## config.mk

```make
export PLATFORM = sky130hd
export DESIGN_NAME = window_scan_ctrl
export DESIGN_NICKNAME = d
export VERILOG_FILES = /design/src/rtl/window_scan_ctrl.sv
export SDC_FILE = /design/constraint.sdc
export NUM_CORES = 1
export LEC_CHECK = 0
export BUFFER_PORTS_ARGS = -buffer_cell sky130_fd_sc_hd__buf_4
export CELL_PAD_IN_SITES_DETAIL_PLACEMENT = 0
export CELL_PAD_IN_SITES_GLOBAL_PLACEMENT = 1
export CORE_UTILIZATION = 45
export CTS_BUF_LIST = sky130_fd_sc_hd__clkbuf_16
export DETAILED_ROUTE_END_ITERATION = 8
export PLACE_DENSITY = 0.77
export SLEW_MARGIN = 20
export SYNTH_ARGS = -nofsm -noshare
export SYNTH_HDL_FRONTEND = slang
export SYNTH_SLANG_ARGS = --single-unit
```

## constraint.sdc

```tcl
create_clock -name clk -period 5.1 [get_ports clk]
set_input_delay 0.255 -clock clk [delete_from_list [all_inputs] [get_ports clk]]
set_output_delay 0.255 -clock clk [all_outputs]
set_load 0.03 [all_outputs]
```

## src/rtl/window_scan_ctrl.sv

```systemverilog
// window_scan_ctrl: raster scan sequencer for the 3x3 image-filter datapath.
// Reads the padded (IMG_H+2)x(IMG_W+2) image one pixel per cycle. Drives the
// window shift and delays the window-valid tag through a PIPE_LAT-deep pipe,
// so the filtered write strobe and address line up with the datapath output.
//
// Ports:
//   clk, rst          clock (rising edge), async active-low reset
//   en                start request, sampled only in IDLE
//   hold              freeze request from datapath/memory
//   rd_en/rd_row/col  padded image read strobe and coordinates
//   shift_en          datapath advance (window shift and pipe stages)
//   wr_en/wr_row/col  filtered image write strobe and coordinates
//   busy, done        frame in progress / one-cycle completion pulse
module window_scan_ctrl #(
  parameter int unsigned IMG_W    = 256,
  parameter int unsigned IMG_H    = 256,
  parameter int unsigned RA_W     = 9,
  parameter int unsigned WA_W     = 8,
  parameter int unsigned PIPE_LAT = 4
) (
  input  logic            clk,
  input  logic            rst,
  input  logic            en,
  input  logic            hold,
  output logic            rd_en,
  output logic [RA_W-1:0] rd_row,
  output logic [RA_W-1:0] rd_col,
  output logic            shift_en,
  output logic            wr_en,
  output logic [WA_W-1:0] wr_row,
  output logic [WA_W-1:0] wr_col,
  output logic            busy,
  output logic            done
);

  localparam int unsigned CNT_W = (PIPE_LAT > 1) ? $clog2(PIPE_LAT) : 1;
  localparam int unsigned LAST  = PIPE_LAT - 1;

  localparam logic [RA_W-1:0]  COL_LAST = RA_W'(IMG_W + 1);
  localparam logic [RA_W-1:0]  ROW_LAST = RA_W'(IMG_H + 1);
  localparam logic [RA_W-1:0]  TWO      = RA_W'(2);
  localparam logic [CNT_W-1:0] CNT_LAST = CNT_W'(PIPE_LAT - 1);

  typedef enum logic [1:0] {IDLE, SCAN, DRAIN, DONE} state_t;

  state_t            state_q, state_d;
  logic [RA_W-1:0]   row_q, col_q;
  logic [CNT_W-1:0]  cnt_q;
  logic              vld_q  [PIPE_LAT];
  logic [WA_W-1:0]   trow_q [PIPE_LAT];
  logic [WA_W-1:0]   tcol_q [PIPE_LAT];

  logic              tag_vld;
  logic [WA_W-1:0]   tag_row, tag_col;
  logic              last_read;

  assign last_read = (row_q == ROW_LAST) && (col_q == COL_LAST);

  // Next-state and control strobes; hold freezes everything except DONE.
  always_comb begin
    state_d  = state_q;
    rd_en    = 1'b0;
    shift_en = 1'b0;
    busy     = (state_q != IDLE);
    done     = (state_q == DONE);
    case (state_q)
      IDLE: if (en) state_d = SCAN;
      SCAN: begin
        if (!hold) begin
          rd_en    = 1'b1;
          shift_en = 1'b1;
          if (last_read) state_d = DRAIN;
        end
      end
      DRAIN: begin
        if (!hold) begin
          shift_en = 1'b1;
          if (cnt_q == CNT_LAST) state_d = DONE;
        end
      end
      DONE:    state_d = IDLE;
      default: state_d = IDLE;
    endcase
  end

  // Window is complete once two padded rows and columns have been seen.
  always_comb begin
    tag_vld = rd_en && (row_q >= TWO) && (col_q >= TWO);
    tag_row = '0;
    tag_col = '0;
    if (tag_vld) begin
      tag_row = WA_W'(row_q - TWO);
      tag_col = WA_W'(col_q - TWO);
    end
  end

  // State, read counters and drain counter.
  always_ff @(posedge clk or negedge rst) begin
    if (!rst) begin
      state_q <= IDLE;
      row_q   <= '0;
      col_q   <= '0;
      cnt_q   <= '0;
    end else begin
      state_q <= state_d;
      if (state_q == IDLE && en) begin
        row_q <= '0;
        col_q <= '0;
        cnt_q <= '0;
      end else if (state_q == SCAN && !hold) begin
        if (col_q == COL_LAST) begin
          col_q <= '0;
          // Row stays put after the final read so it never overflows RA_W.
          if (row_q != ROW_LAST) row_q <= row_q + RA_W'(1);
        end else begin
          col_q <= col_q + RA_W'(1);
        end
      end else if (state_q == DRAIN && !hold) begin
        cnt_q <= cnt_q + CNT_W'(1);
      end
    end
  end

  // Tag pipe advances in lockstep with the datapath.
  always_ff @(posedge clk or negedge rst) begin
    if (!rst) begin
      for (int i = 0; i < int'(PIPE_LAT); i++) begin
        vld_q[i]  <= 1'b0;
        trow_q[i] <= '0;
        tcol_q[i] <= '0;
      end
    end else if (shift_en) begin
      vld_q[0]  <= tag_vld;
      trow_q[0] <= tag_row;
      tcol_q[0] <= tag_col;
      for (int i = 1; i < int'(PIPE_LAT); i++) begin
        vld_q[i]  <= vld_q[i-1];
        trow_q[i] <= trow_q[i-1];
        tcol_q[i] <= tcol_q[i-1];
      end
    end
  end

  assign rd_row = row_q;
  assign rd_col = col_q;
  assign wr_en  = vld_q[LAST] && shift_en;
  assign wr_row = trow_q[LAST];
  assign wr_col = tcol_q[LAST];

endmodule

```

==> flow_summary.toml, run 1 <==
[setup_path]
setup.worst_path.end = "wr_en"
critPathTopFamily = "buffers and inverters"
cp_slowest_cell = "dfrtp_1"
path_cells = "inv_1, ha_1, nand2b_2, inv_2, buf_4, and2_1, buf_4"
max_stage_delay_ps = 400
r2r_end = "rd_row[7]"
startpoint_type = "register"
reg2reg_from = "rd_col[1]"
critPathKind = "reg -> out"
cp_max_fo = 29
r2r_cells = 6
crit_cells = 7
cp-end-kind = "output port"
crit_buf_inv = 4
worstPathRequired_ps = 4850
cp.arrival_ps = 2370
path_common_cell = "buf_4"
critPathLaunch = "state_q[0]"
reg2reg_slack_ps = 2670

[floorplanning]
die_area_sq_um = 9860
io_pins = 43
initial_core_util_pct = 46.3
die_w_microns = 99.3
core-area_sq_um = 9200
rows = 35
die_y_microns = 99.3

[drt]
vias = 3123
ant_nets = 0
drtIter0Drc = 115
firstDrtPassIters = 4
post-route-drc-count = 0
wl_per_cell_microns = 13.7
wl_mm = 8.31
vias_per_cell = 5.14

[synth]
synth.avg_cell_area_sq_um = 8.99
syn-instance-count = 474
ys_seq_elements = 90
synth.area.top_cells = "dfrtp_1, nand2_1, ha_1"
synth_edf_count = 0
ys_types = 47
ys.flop_type = "dfrtp_1"
ys_warn_count = 0
synth_most_common_cell = "nand2_1"
synth_top_cell_area_share_pct = 52.9
synth_common_cells = "nand2_1, dfrtp_1, o21ai_0"
synth_area_leader_cell = "dfrtp_1"
synthArstFlopShare_pct = 100
synth_fp_nets = 493
ys_seq_area_share_pct = 52.9
netlist_area_sq_um = 4260

[sta]
finalSetupTns_ps = 0
max_freq_mhz = 381
slew_headroom_pct = 49.2
clock_skew_ps = 6.84
drv_slew = 0
rsz0062_at_grt = "false"
fin_crit_sh_pct = 51.4
finalSetupViolations = 0
timing.hold.ws_ps = 252
hold_viol = 0
timing.final.ws_setup_ps = 2480
worst_slew_pin_slew_ps = 762
min_period_ps = 2620

[cells_and_area]
diodes = 0
drive_gt1_share_pct = 13.9
nets = 511
fin_util_pct = 52.3
syn_to_final_growth_pct = 13.0

[clock_network]
clk_pin_slew_ps = 60
clock_latency_ps = 330
cts_buffer_depth = 2
cts_tree = "yes"
cts-resized-gates = 0
post_cts_buffers = 0
cts_buffers = 9
root_buffer = "clkbuf_16"
cts_max_level = 3
clkSinkCount = 90

[pwr]
p_per_area_nw_per_um2 = 382
leakage_nw = 2.54
p_comb_share_pct = 25.6
intPower_mw = 1.19
clkPwrFrac_pct = 32.8
vdd_drop_max_v = 0.000263
seq_power_share_pct = 41.6
netSwitchingPower_uw = 645
p_sw_share_pct = 35.1

[placed_design]
hpwl_mm = 5.34
port_buffers = 42
dpl_worst_slack_ps = 2610
gp_congestion = 0.823

[flow_run]
max-cap-violations = 0

[global_route]
track_usage_pct = 18.4
grt_max_degree = 68
grt_pass1_vias = 2954
grt_pass1_wl_mm = 14.4
grt_remaining_overflow = 0
antenna_found_initial = 0

[hold_path]
hold_path.class = "in -> reg"

[status]
status = "complete, no violations"
## worst min path at each step
stage,from,endpoint,slack (ps),depth (start not counted)
6_report,en,rd_row[5],250,3
5_1_grt,en,rd_row[5],270,3
4_1_cts,en,rd_row[5],250,3
3_5_place_dp,rst,trow_q[14],200,1
3_3_place_gp,rst,wr_row[7],200,1
2_1_floorplan,rst,cnt_q[0],-40,0
## cell type report
| type | instances | area, sq um |
|---|---|---|
| flip-flops and latches | 90 | 2250 |
| inverters | 13 | 48.8 |
| well taps | 111 | 139 |
| multi-input cells | 332 | 1750 |
| repair buffers | 46 | 348 |
| clock inverters | 7 | 47.5 |
| clock buffers | 9 | 225 |
| fillers | 887 | 4390 |
## layer usage
metal  GRT usage, %  up-vias  wire length [microns]
li1               -     1578                      -
met1           25.3     1473                   4060
met2           28.0       58                   3870
met3           4.43       14                    234
met4           7.24        0                    146
met5              0        -                      0
## timing repair
action	in CTS	in global routing
hold buffers	1	0
endpoints found under the hold margin	29	0
endpoints found under the setup margin	0	0
## placed cells by master, fill, tap and decap left out, drive strengths merged, types with 2 or more instances in the layout
cell type,instances
a2111oi,2
a211oi,2
a21o,3
a21oi,9
a22o,3
and2,3
and3,2
buf,45
clkbuf,9
clkinv,5
dfrtp,90
ha,15
inv,14
mux2i,3
nand2,184
nand2b,4
nand3,12
nand4,6
nor2,12
nor2b,2
nor3,5
nor4,4
o21ai,24
o31ai,4
or4,5
xnor2,10
xor2,3
## state kept, by name, indices dropped and copies added, names as in the netlist
| name | flops |
|---|---|
| cnt_q | 2 |
| rd_col | 9 |
| rd_row | 9 |
| state_q | 2 |
| tcol_q | 24 |
| trow_q | 24 |
| vld_q | 4 |
| wr_col | 8 |
| wr_row | 8 |
## power by group through the flow
stage	Combinational, mW	Clock (mW)	Sequential, mW
2_1_floorplan	0.332	0	0.781
3_3_place_gp	0.467	0	0.774
3_5_place_dp	0.474	0	0.777
4_1_cts	0.477	0.618	0.764
5_1_grt	0.527	0.650	0.767
6_report	0.470	0.602	0.765
## worst min-delay path: stages
cell,delay [ps]
buf_4,90
nand2_1,80
o21a_1,120
## logic make-up (layout without fill, tap and decap cells)
| kind of cell | count (synthesis) | count (layout) | share of synthesized area, % |
|---|---|---|---|
| simple gates | 246 | 246 | 25.0 |
| mux | 3 | 3 | 0.705 |
| flops | 90 | 90 | 52.9 |
| buf+inv | 52 | 75 | 6.20 |
| xor+xnor | 13 | 13 | 2.67 |
| fa+ha+maj | 15 | 15 | 4.41 |
| compound gates | 55 | 55 | 8.17 |
## metrics by stage
stage / cells / area [sq um] / power (mW)
6_report: 608 / 4810 / 1.84
5_1_grt: 608 / 4810 / 1.94
4_1_cts: 608 / 4810 / 1.86
3_5_place_dp: 591 / 4520 / 1.25
3_3_place_gp: 591 / 4520 / 1.24
2_1_floorplan: 474 / 4260 / 1.11
Power figures use the tool's default switching activity.
==> run 2: changes to the inputs <==
--- a/config.mk
+++ b/config.mk
@@ -5,13 +5,14 @@
 export SDC_FILE = /design/constraint.sdc
 export NUM_CORES = 1
 export LEC_CHECK = 0
+export ABC_AREA = 1
 export BUFFER_PORTS_ARGS = -buffer_cell sky130_fd_sc_hd__buf_4
 export CELL_PAD_IN_SITES_DETAIL_PLACEMENT = 0
 export CELL_PAD_IN_SITES_GLOBAL_PLACEMENT = 1
 export CORE_UTILIZATION = 45
 export CTS_BUF_LIST = sky130_fd_sc_hd__clkbuf_16
 export DETAILED_ROUTE_END_ITERATION = 8
-export PLACE_DENSITY = 0.77
+export PLACE_DENSITY = 0.78
 export SLEW_MARGIN = 20
 export SYNTH_ARGS = -nofsm -noshare
 export SYNTH_HDL_FRONTEND = slang
==> constraint.sdc (replaced) <==
create_clock -name clk -period 2.6 [get_ports clk]
set_input_delay 0.13 -clock clk [delete_from_list [all_inputs] [get_ports clk]]
set_output_delay 0.13 -clock clk [all_outputs]
set_load 0.03 [all_outputs]
==> run 2 against run 1 <==
  * Combinational power grew to 3.9 times the previous value
  * Highest routed layer unchanged
  * Flip-flop and latch count did not move
  * Die area grew 3.7%
  * Cell count grew 9.2%
  * Clock skew about the same
  * Worst hold slack worse by 84 ps
  * Worst setup slack got worse by 2100 ps
  * Largest cell class unchanged
==> flow_summary.toml, run 2 <==
[status]
status = "complete, no violations"

[floorplanning]
rows = 35
die_y_microns = 101
io_pins = 43
core-area_sq_um = 9370
initial_core_util_pct = 47.2
die_w_microns = 101
die_area_sq_um = 10200

[sta]
hold_viol = 0
rsz0062_at_grt = "false"
drv_slew = 0
worst_slew_pin_slew_ps = 735
finalSetupViolations = 0
max_freq_mhz = 457
slew_headroom_pct = 51.0
min_period_ps = 2190
fin_crit_sh_pct = 84.1
clock_skew_ps = 7.18
finalSetupTns_ps = 0

[synth]
syn-instance-count = 508
ys.flop_type = "dfrtp_1"
ys_seq_elements = 90
ys_types = 28
synth.area.top_cells = "dfrtp_1, nand2_1, o21ai_0"
synth_most_common_cell = "nand2_1"
synth.avg_cell_area_sq_um = 8.70
ys_warn_count = 0
ys_seq_area_share_pct = 50.9
synth_common_cells = "nand2_1, dfrtp_1, inv_1"
netlist_area_sq_um = 4420
synth_edf_count = 0
synth_area_leader_cell = "dfrtp_1"
synth_top_cell_area_share_pct = 50.9
synth_fp_nets = 527
synthArstFlopShare_pct = 100

[cells_and_area]
reg_top3 = "tcol_q: 24 flops, trow_q: 24 flops"
final_common_cell = "nand2_1"
final_cell_mix = "nand2_1, dfrtp_1, inv_1"
drive_gt1_share_pct = 16.4
diodes = 0
regArea_sq_um = 2250
multi_input_area_sq_um = 1720
nets = 549
fill_cells = 935
syn_to_final_growth_pct = 13.0

[setup_path]
cp.arrival_ps = 2060
worstPathRequired_ps = 2470
r2r_cells = 7
reg2reg_from = "state_q[0]"
startpoint_type = "register"
cp_max_fo = 52
critPathLaunch = "state_q[0]"
cp-end-kind = "output port"
r2r_end = "rd_col[7]"
setup.worst_path.end = "shift_en"
critPathKind = "reg -> out"
reg2reg_slack_ps = 570

[clock_network]
clock_latency_ps = 330
cts_buffer_depth = 2
post_cts_buffers = 0
clk_pin_slew_ps = 70
clkSinkCount = 90
cts_max_level = 3
cts_tree = "yes"
cts-resized-gates = 0
root_buffer = "clkbuf_16"
cts_buffers = 9
ctsHoldBuffers = 1

[hold_path]
hold_path.class = "in -> reg"

[placed_design]
gp_congestion = 0.853
port_buffers = 42
hpwl_mm = 5.40

[drt]
post-route-drc-count = 0
wl_per_cell_microns = 12.0
vias_per_cell = 4.70
ant_nets = 0
firstDrtPassIters = 4
wl_mm = 7.95
drtIter0Drc = 77
vias = 3121

[global_route]
grt_pass1_wl_mm = 14.1
grt_max_degree = 70
track_usage_pct = 17.7
grt_remaining_overflow = 0
antenna_found_initial = 0
grt_pass1_vias = 3103

[pwr]
p_total_mw = 5.10
leakage_nw = 2.59
vdd_drop_max_v = 0.000742
p_per_area_nw_per_um2 = 1020

[flow_run]
max-cap-violations = 0
run 2: per-layer routing:
metal | global-route usage [%] | up-vias | wire, microns
met4 | 5.35 | 0 | 98
li1 | - | 1628 | -
met5 | 0 | - | 0
met2 | 27.9 | 49 | 3520
met1 | 24.0 | 1436 | 4110
met3 | 4.51 | 8 | 221
run 2: critical path: stages, from the launching register on:
cell	delay, ps
dfrtp_1	400
inv_1	80
ha_1	310
nand2_2	90
inv_2	550
buf_4	280
run 2: worst min-delay path by stage:
stage                           end  start  depth (start not counted)
final                      cnt_q[0]   hold                          4
after global routing       cnt_q[0]   hold                          4
after CTS                  cnt_q[0]   hold                          4
after detailed placement  wr_row[3]    rst                          1
after global placement    wr_row[0]    rst                          1
after floorplan            cnt_q[0]    rst                          0
run 2: final cells by class:
| class | instances | share of cell area, % |
|---|---|---|
| Sequential cell | 90 | 45.1 |
| Multi-Input combinational cell | 327 | 34.5 |
| Timing Repair Buffer | 46 | 6.96 |
| Clock buffer | 9 | 4.51 |
| Inverter | 56 | 4.21 |
| Tap cell | 129 | 3.23 |
| Clock inverter | 7 | 1.50 |
run 2: per-stage QoR:
step	instance area (sq um)	setup WS (ps)	cells	hold slack, ps	util [%]
after CTS	4990	393	664	155	53.3
after detailed placement	4680	589	647	189	50.0
after global placement	4680	727	647	190	50.0
after floorplan	4420	904	508	-166	-
final	4990	412	664	168	53.3
after global routing	4990	219	664	204	53.3
run 2: power by group:
part	internal (mW)	switching [mW]	total, mW
logic	0.603	1.25	1.85
registers	1.73	0.233	1.96
clock network	0.750	0.541	1.29
total	3.08	2.02	5.10
run 2: cell families after synthesis:
logic type	count (synthesis)	synth area share, %
compound gates	76	9.68
xor+xnor	16	3.17
fa+ha+maj	15	4.24
buf+inv	91	10.1
flops	90	50.9
simple gates	220	21.9
